===== src/rtl/status_reg.sv =====
// Processor status register (N V 1 B D I Z C) next to the ALU: flag latching,
// PLP/RTI loads, BIT, SEx/CLx, branch evaluation and IRQ/NMI synchronisation.
module status_reg #(
  parameter int         SYNC_STAGES = 2,
  parameter logic [7:0] RESET_FLAGS = 8'h04
) (
  input  logic       clk,
  input  logic       reset,
  input  logic [3:0] flag_we,
  input  logic       alu_n,
  input  logic       alu_v,
  input  logic       alu_z,
  input  logic       alu_c,
  input  logic       bit_load,
  input  logic [7:0] operand,
  input  logic       flag_op_en,
  input  logic [2:0] flag_op,
  input  logic       p_load,
  input  logic [7:0] p_din,
  input  logic       push_brk,
  input  logic [1:0] br_sel,
  input  logic       br_val,
  input  logic       irq_n,
  input  logic       nmi_n,
  input  logic       nmi_ack,
  output logic [7:0] p_dout,
  output logic       c_flag,
  output logic       bcd,
  output logic       br_taken,
  output logic       irq_req,
  output logic       nmi_pending
);

  logic n_reg, v_reg, d_reg, i_reg, z_reg, c_reg;
  logic n_next, v_next, d_next, i_next, z_next, c_next;

  logic [SYNC_STAGES-1:0] irq_sync_reg, irq_sync_next;
  logic [SYNC_STAGES-1:0] nmi_sync_reg, nmi_sync_next;
  logic                   nmi_prev_reg;
  logic                   nmi_pending_reg, nmi_pending_next;
  logic                   nmi_edge;

  // Stage 0 samples the pin; every later stage copies its predecessor.
  genvar gi;
  generate
    for (gi = 0; gi < SYNC_STAGES; gi++) begin : g_sync
      if (gi == 0) begin : g_first
        assign irq_sync_next[gi] = irq_n;
        assign nmi_sync_next[gi] = nmi_n;
      end else begin : g_rest
        assign irq_sync_next[gi] = irq_sync_reg[gi-1];
        assign nmi_sync_next[gi] = nmi_sync_reg[gi-1];
      end
    end
  endgenerate

  assign nmi_edge         = nmi_prev_reg & ~nmi_sync_reg[SYNC_STAGES-1];
  assign nmi_pending_next = nmi_edge | (nmi_pending_reg & ~nmi_ack);

  // Later assignments win: flag_we, then BIT, then the explicit flag op.
  always_comb begin
    n_next = n_reg;
    v_next = v_reg;
    d_next = d_reg;
    i_next = i_reg;
    z_next = z_reg;
    c_next = c_reg;
    if (p_load) begin
      n_next = p_din[7];
      v_next = p_din[6];
      d_next = p_din[3];
      i_next = p_din[2];
      z_next = p_din[1];
      c_next = p_din[0];
    end else begin
      if (flag_we[3]) n_next = alu_n;
      if (flag_we[2]) v_next = alu_v;
      if (flag_we[1]) z_next = alu_z;
      if (flag_we[0]) c_next = alu_c;
      if (bit_load) begin
        n_next = operand[7];
        v_next = operand[6];
      end
      if (flag_op_en) begin
        case (flag_op)
          3'd0:    c_next = 1'b0;
          3'd1:    c_next = 1'b1;
          3'd2:    i_next = 1'b0;
          3'd3:    i_next = 1'b1;
          3'd4:    v_next = 1'b0;
          3'd5:    d_next = 1'b0;
          3'd6:    d_next = 1'b1;
          default: ;
        endcase
      end
    end
  end

  always_ff @(posedge clk) begin
    if (reset) begin
      n_reg           <= RESET_FLAGS[7];
      v_reg           <= RESET_FLAGS[6];
      d_reg           <= RESET_FLAGS[3];
      i_reg           <= RESET_FLAGS[2];
      z_reg           <= RESET_FLAGS[1];
      c_reg           <= RESET_FLAGS[0];
      irq_sync_reg    <= '1;
      nmi_sync_reg    <= '1;
      nmi_prev_reg    <= 1'b1;
      nmi_pending_reg <= 1'b0;
    end else begin
      n_reg           <= n_next;
      v_reg           <= v_next;
      d_reg           <= d_next;
      i_reg           <= i_next;
      z_reg           <= z_next;
      c_reg           <= c_next;
      irq_sync_reg    <= irq_sync_next;
      nmi_sync_reg    <= nmi_sync_next;
      nmi_prev_reg    <= nmi_sync_reg[SYNC_STAGES-1];
      nmi_pending_reg <= nmi_pending_next;
    end
  end

  always_comb begin
    case (br_sel)
      2'd0:    br_taken = (n_reg == br_val);
      2'd1:    br_taken = (v_reg == br_val);
      2'd2:    br_taken = (c_reg == br_val);
      default: br_taken = (z_reg == br_val);
    endcase
  end

  assign p_dout      = {n_reg, v_reg, 1'b1, push_brk, d_reg, i_reg, z_reg, c_reg};
  assign c_flag      = c_reg;
  assign bcd         = d_reg;
  assign irq_req     = ~irq_sync_reg[SYNC_STAGES-1] & ~i_reg;
  assign nmi_pending = nmi_pending_reg;

  // Operand bits below 6 and the unstored P bits 5,4 have no destination.
  logic unused_bits;
  assign unused_bits = ^{operand[5:0], p_din[5:4]};

endmodule


===== config.mk =====
export PLATFORM = sky130hd
export DESIGN_NAME = status_reg
export DESIGN_NICKNAME = d
export VERILOG_FILES = /design/src/rtl/status_reg.sv
export SDC_FILE = /design/constraint.sdc
export NUM_CORES = 1
export LEC_CHECK = 0
export BUFFER_PORTS_ARGS = -buffer_cell sky130_fd_sc_hd__buf_4
export CAP_MARGIN = 20
export CORE_MARGIN = 3
export CORE_UTILIZATION = 36
export CTS_BUF_LIST = sky130_fd_sc_hd__clkbuf_16
export DETAILED_ROUTE_END_ITERATION = 12
export PLACE_DENSITY_LB_ADDON = 0.15
export SLEW_MARGIN = 0
export SYNTH_ARGS = -nofsm -noshare
export SYNTH_HDL_FRONTEND = slang
export SYNTH_SLANG_ARGS = --single-unit

===== constraint.sdc =====
create_clock -name clk -period 1.2 [get_ports clk]
set_input_delay 0.06 -clock clk [delete_from_list [all_inputs] [get_ports clk]]
set_output_delay 0.06 -clock clk [all_outputs]
set_load 0.02 [all_outputs]

==> impl_results.md, run 1 <==
- Status: complete, but fails checks
- Failing checks: negative setup slack
- Sequential-to-total area share from yosys stat: 40.3%
- Reg2reg setup slack: approximately 300 ps
- CTS root buf: clkbuf_16
- EDFF count, synth: 0
- Multi-input gate area: around 290 µm²
- Fraction of synthesized area in multiplexers: 7.35%
- Max-cap violations: 0
- Combinational share of power: 18.8%
- Max-slew violations: 0
- Area Overhead vs Synth: 58.2%
- Main synth FF type: dfxtp_1
- CTS tree: built
- Tcrit/Tclk final: 117%
- Vias per cell: 4.97
- Die X: 46.7 µm
- Max Buffers Root-to-Sink: 2
- Initial antenna violation count: 0
- Final TNS setup: -202 ps
- Total wire length: about 1400 µm
- R2r worst-path depth: 3
- CTS Hold Bufs: 0
- Fmax: slightly above 0.7 GHz
- Register Area: 244 µm²
- Worst-skew pair later-pin latency: 230 ps
- Critical Path End Type: output pin
- CTS Buf Count: 3
- Pint: 1.00 mW
- Gp weighted congestion: 0.706
- Seq pwr share: 34.3%
- Final hold vios: 0
- Vias in the first global route: roughly 530
- ANT cells: 0
- H-tree depth: 1
- Critical path fanouts, max: 3
- Most frequent cell after synthesis: dfxtp_1
- IO Count: 52
- Post-synthesis compound-gate area fraction: 18.9%
- Synthesized Nets: 106
- PortBufs: 40
- Setup ws final: -202 ps
- Cell Count Post-Placement: 114
- Startpoint types: register
- HP Class: in2reg
- Syn_area_per_cell: slightly below 9 µm²
- GRT Resource Usage Total: 14.3%
- Post-route cell area: 942 µm²
- Clk pwr share: 46.9%
- Flops & latches, synth: 12
- Mapped Area: 596 µm²
- Req. time, crit path: 1140 ps
- Drt wl/cell: between 10 and 15 µm
- Critical hold path startpoint: irq_n
- Arr. time, crit path: 1340 ps
- Dpl ws: 32.0 ps
- Switching share of power: about 22%
- Core Area: 1520 µm²
- Final Setup Violations: 1
- TritonCTS Sinks: 12
- Fill cell total of the finished layout: 147
- Hold Crit Endpoint: irq_sync_reg[0]
- First-pass GRT wire length: 2160 µm
- RSZ-0062 raised after global routing: yes
- Max Clock Skew: approximately 0.45 ps
- Setup Buffers After CTS: 0
- Nets: 142
- Yosys top cell by area: dfxtp_1
- Cells after synthesis: 67
- Reg2reg end: v_reg
- Top post-synthesis cells by count: dfxtp_1, buf_4, nand2_1
- Ys Warns: 0
- Post-DP Area: 860 µm²
- Simple-gate area share of the yosys netlist: a little under a fifth
- Largest family of logic cells by synthesized area: compound AO/OA/AOI/OAI gates
- DRC Markers: 0
- Cell row count: 14
- Peak supply drop: 0.735 mV
- Largest net degree at the start of global routing: 14
- Initial Util: 39.1%
- Layout cell share with drive strength beyond 1: 52.9%
- DIE AREA: 2180 µm²
- Hold Path Stages: 2
- FFs w/ async S/R, synth: 0%
- Iteration-0 DRC Markers: 11
- Power density cells: between 1000 and 1500 nW/µm²
- Die height: 46.7 µm
- Drt first pass iters: 4
- Crit path kind: reg2out
- Total power: 1.28 mW
- CTS clk-pin slew, worst paths: 40 ps
- Post-Synth XOR/XNOR Area: 1.47%
- Switch Pwr: 280 µW
- Netlist cell types: 26
- Top-area cell type share of the netlist area: 40.3%
- Final min period: 1400 ps
- Post-route ant nets: 0
- Grt total ovfl: 0
- Leakage Power: about 0.44 nW
- Fin cells: 118
- Vias: slightly below 600
- Reg-to-Reg Start: v_reg
- Top cells by area, synth: dfxtp_1, buf_4, or2_2
- Synth Area in Adders: 0%
worst max-delay path by stage:
stage / from / endpoint / slack [ps] / depth (start not counted)
after floorplan: c_flag / br_taken / 7 / 2
after global placement: z_reg / br_taken / 40 / 3
after detailed placement: z_reg / br_taken / 30 / 3
after CTS: z_reg / br_taken / -220 / 3
after global routing: z_reg / br_taken / -230 / 3
final: z_reg / br_taken / -200 / 3
kinds of logic (layout without fill, tap and decap cells):
group / Yosys count / in the layout
other: 1 / 1
muxes: 3 / 3
DFF: 12 / 12
xor gates and xnor gates: 1 / 1
buffers and inverters: 12 / 47
AOI/OAI and AO/OA: 17 / 17
and+or+nand+nor: 21 / 21
per-stage QoR:
step / utilization, % / hold WS, ps
6_report: 61.8 / 5.73
3_3_place_gp: 56.4 / 120
4_1_cts: 61.7 / 3.75
3_5_place_dp: 56.4 / 120
5_1_grt: 61.8 / 5.42
2_1_floorplan: - / 164
metal layers:
metal  vias to the layer above  global-route usage, %  wire, µm
met1                       257                   15.6       538
met3                         2                   3.52       170
met5                         -                      0         0
li1                        296                      -         -
met2                        31                   24.7       672
met4                         0                   8.29         9
cell type report:
class / instances / share of cell area [%]
Sequential cell: 12 / 25.9
Clock inverter: 1 / 0.398
Multi-Input combinational cell: 43 / 30.5
Clock buffer: 3 / 7.97
Inverter: 3 / 1.20
Tap cell: 16 / 2.12
Timing Repair Buffer: 40 / 31.9
cell usage in the layout, fill, tap and decap left out:
| master | Yosys | final |
|---|---|---|
| buf_4 | 8 | 40 |
| dfxtp_1 | 12 | 9 |
| nand2_1 | 6 | 6 |
| or2_2 | 5 | 5 |
| o21ai_0 | 4 | 4 |
| inv_1 | 3 | 3 |
| nand2b_1 | 3 | 3 |
| dfxtp_2 | 0 | 3 |
| clkbuf_16 | 0 | 3 |
| nor2_1 | 2 | 2 |
| nor2b_1 | 2 | 2 |
| a211oi_1 | 2 | 2 |
| o22ai_1 | 2 | 2 |
| nor3_1 | 2 | 2 |
| a311oi_1 | 2 | 2 |
| a21oi_1 | 2 | 2 |
| mux4_2 | 1 | 1 |
| xnor2_2 | 0 | 1 |
| o32ai_1 | 1 | 1 |
| o21bai_1 | 1 | 1 |
| nand4b_1 | 1 | 1 |
| a31oi_1 | 1 | 1 |
| mux2_2 | 1 | 1 |
| mux2i_1 | 1 | 1 |
| o21a_1 | 1 | 1 |
| o31ai_1 | 1 | 1 |
| conb_1 | 1 | 1 |
| clkinv_1 | 0 | 1 |
worst max-delay path, stage by stage, from the launching register on:
cell,delay [ps]
dfxtp_2,320
mux4_2,490
xnor2_2,140
buf_4,150
power by group through the flow:
stage	registers [mW]	logic [mW]	clock network [mW]
6_report	0.440	0.241	0.601
5_1_grt	0.442	0.262	0.638
4_1_cts	0.439	0.244	0.613
3_5_place_dp	0.445	0.242	0
3_3_place_gp	0.445	0.240	0
2_1_floorplan	0.449	0.129	0
repair_timing:
action	in CTS	in global routing
gates resized for setup	2	1
pin swaps	0	0
cloned	0	0
endpoints found under the setup margin	1	1
(Power assumes the default switching activity.)
==> run 2: changes to the inputs <==
Settings changed: REMOVE_ABC_BUFFERS from default to 1, SETUP_SLACK_MARGIN from default to 0.02.
==> run 2 against run 1 <==
  * The run still ends with negative setup slack left
  * Final area fell by 1.2%
  * Critical path type unchanged
  * Highest routed layer unchanged
  * Critical path depth stayed put
  * Sequential cell count stayed put
  * Maximum frequency grew 0.91%
  * Largest cell class unchanged
  * Power shrank 1.3%
==> impl_results.md, run 2 (synthesis gave the netlist of run 1 again) <==
- Max Clock Skew: 2.47 ps (+2.02 ps)
- Area Overhead vs Synth: 56.3%
- Final hold vios: 0 (unchanged)
- ANT cells: 0 (unchanged)
- Post-DP Area: 852 µm² (-0.87%)
- Leakage Power: 0.430 nW (-1.5%)
- Die height: 46.7 µm (unchanged)
- Final min period: 1390 ps (-12.7 ps)
- TritonCTS Sinks: 12 (unchanged)
- Die X: 46.7 µm (unchanged)
- Combinational share of power: 18.8% (about the same)
- DRC Markers: 0 (unchanged)
- Setup ws final: -190 ps (+12.7 ps)
- DIE AREA: 2180 µm² (unchanged)
- Peak supply drop: 0.774 mV (+5.3%)
- Status: complete, but fails checks
- Max Buffers Root-to-Sink: 2 (unchanged)
- Post-route cell area: 931 µm² (-1.2%)
- Gp weighted congestion: 0.760 (+7.6%)
- Commonest non-fill, non-tap cell in the layout: buf_4
- Switching share of power: 21.5% (-0.38 points)
- Power density cells: 1360 nW/µm² (-0.13%)
- Worst-path cell chain: mux4_2 -> xnor2_1 -> buf_4
- Fmax: 0.720 GHz (+0.91%)
- Iteration-0 DRC Markers: 11 (unchanged)
- Max-cap violations: 0 (unchanged)
- Drt wl/cell: 12.4 µm (+5.3%)
- Initial Util: 39.1% (unchanged)
- Switch Pwr: 272 µW (-3.0%)
- CTS Buf Count: 3 (unchanged)
- First-pass GRT wire length: 2180 µm (+0.97%)
- Grt total ovfl: 0 (unchanged)
- Worst-skew pair later-pin latency: 230 ps (about the same)
- Seq pwr share: 34.9% (+0.6 points)
- Drt first pass iters: 6 (+2)
- RSZ-0062 raised after global routing: yes
- Max-slew violations: 0 (unchanged)
- Vias in the first global route: 549 (+2.8%)
- CTS clk-pin slew, worst paths: 40 ps (about the same)
- Cell row count: 14 (unchanged)
- Final core utilization: 61.1% (-0.74 points)
- Hold Slack: 10.4 ps (+4.67 ps)
- Crit path kind: reg2out
- Startpoint types: register
- CTS root buf: clkbuf_16
- GRT Resource Usage Total: 14.7% (+0.41 points)
- Total wire length: 1450 µm (+4.4%)
- Worst path slowest cell: mux4_2
- Nets: 142 (unchanged)
- Most frequent cells in the layout: buf_4, dfxtp_1, nand2_1
- Initial antenna violation count: 0 (unchanged)
- IO Count: 52 (unchanged)
- Critical Path End Type: output pin
- Layout cell share with drive strength beyond 1: 52.5% (-0.47 points)
- Final Setup Violations: 1 (unchanged)
- Vias: 592 (+1.0%)
- Clk pwr share: 46.3% (-0.6 points)
- Vias per cell: 5.06 (+1.9%)
- Core Area: 1520 µm² (unchanged)
- Post-route ant nets: 0 (unchanged)
- Largest net degree at the start of global routing: 14 (unchanged)
- H-tree depth: 1 (unchanged)
- HP Class: in2reg
- Critical path fanouts, max: 3 (unchanged)
- Req. time, crit path: 1140 ps (about the same)
- Failing checks: negative setup slack
- Arr. time, crit path: 1330 ps (about the same)
- Crit path largest cell delay: 480 ps (about the same)
- CTS tree: built
- Tcrit/Tclk final: 116% (-1.1 points)
- Pint: 992 µW (-0.84%)
- PortBufs: 40 (unchanged)
- Setup Buffers After CTS: 0 (unchanged)
run 2: cell types whose count changed in the layout (fill, tap and decap cells not counted), sizes merged:
| cell | previous run | this run |
|---|---|---|
| clkinv | 1 | 0 |
run 2: cell type report:
| cell class | instances | area [µm²] |
|---|---|---|
| well taps | 16 | 20.0 |
| clock buffers | 3 | 75.1 |
| fillers | 144 | 593 |
| multi-input cells | 43 | 280 |
| flip-flops and latches | 12 | 244 |
| repair buffers | 40 | 300 |
| inverters | 3 | 11.3 |
run 2: repair_timing:
action,4_1_cts,5_1_grt
setup endpoints to repair,1,1
resized for setup,2,1
hold buffers,0,0
run 2: worst paths after layout:
path,startpoint,end,slack [ps],cells past startpoint
hold / removal,irq_n,irq_sync_reg[0],10,2
setup / recovery,z_reg,br_taken,-190,3
setup reg to reg,v_reg,v_reg,290,3
hold reg to reg,irq_sync_reg[0],irq_sync_reg[1],400,1
run 2: critical path, delay by kind of cell (launching register included):
kind	cells	cell delay [ps]
buf+inv	1	160
flops	1	320
xor+xnor	1	140
mux	1	480
run 2: power by group through the flow:
stage,logic [mW],clock network (mW),registers (mW)
floorplan,0.0730,0,0.469
global placement,0.235,0,0.445
detailed placement,0.238,0,0.445
CTS,0.240,0.598,0.440
global route,0.259,0.610,0.443
finish,0.238,0.585,0.441
run 2: metal layers:
| metal | part of all wire (%) | wire (µm) | global-route usage [%] | up-vias |
|---|---|---|---|---|
| met4 | 0.69 | 10 | 8.29 | 0 |
| li1 | - | - | - | 294 |
| met2 | 49 | 717 | 25.3 | 33 |
| met3 | 13 | 194 | 4.30 | 2 |
| met5 | 0 | 0 | 0 | - |
| met1 | 36 | 529 | 15.9 | 263 |
run 2: stage by stage:
stage	worst slack, ps	cells	power [mW]	setup TNS [ps]
after floorplan	-183	58	0.542	-183
after global placement	54.9	114	0.680	0
after global routing	-224	117	1.31	-224
after CTS	-198	117	1.28	-198
final	-190	117	1.26	-190
after detailed placement	54.3	114	0.684	0
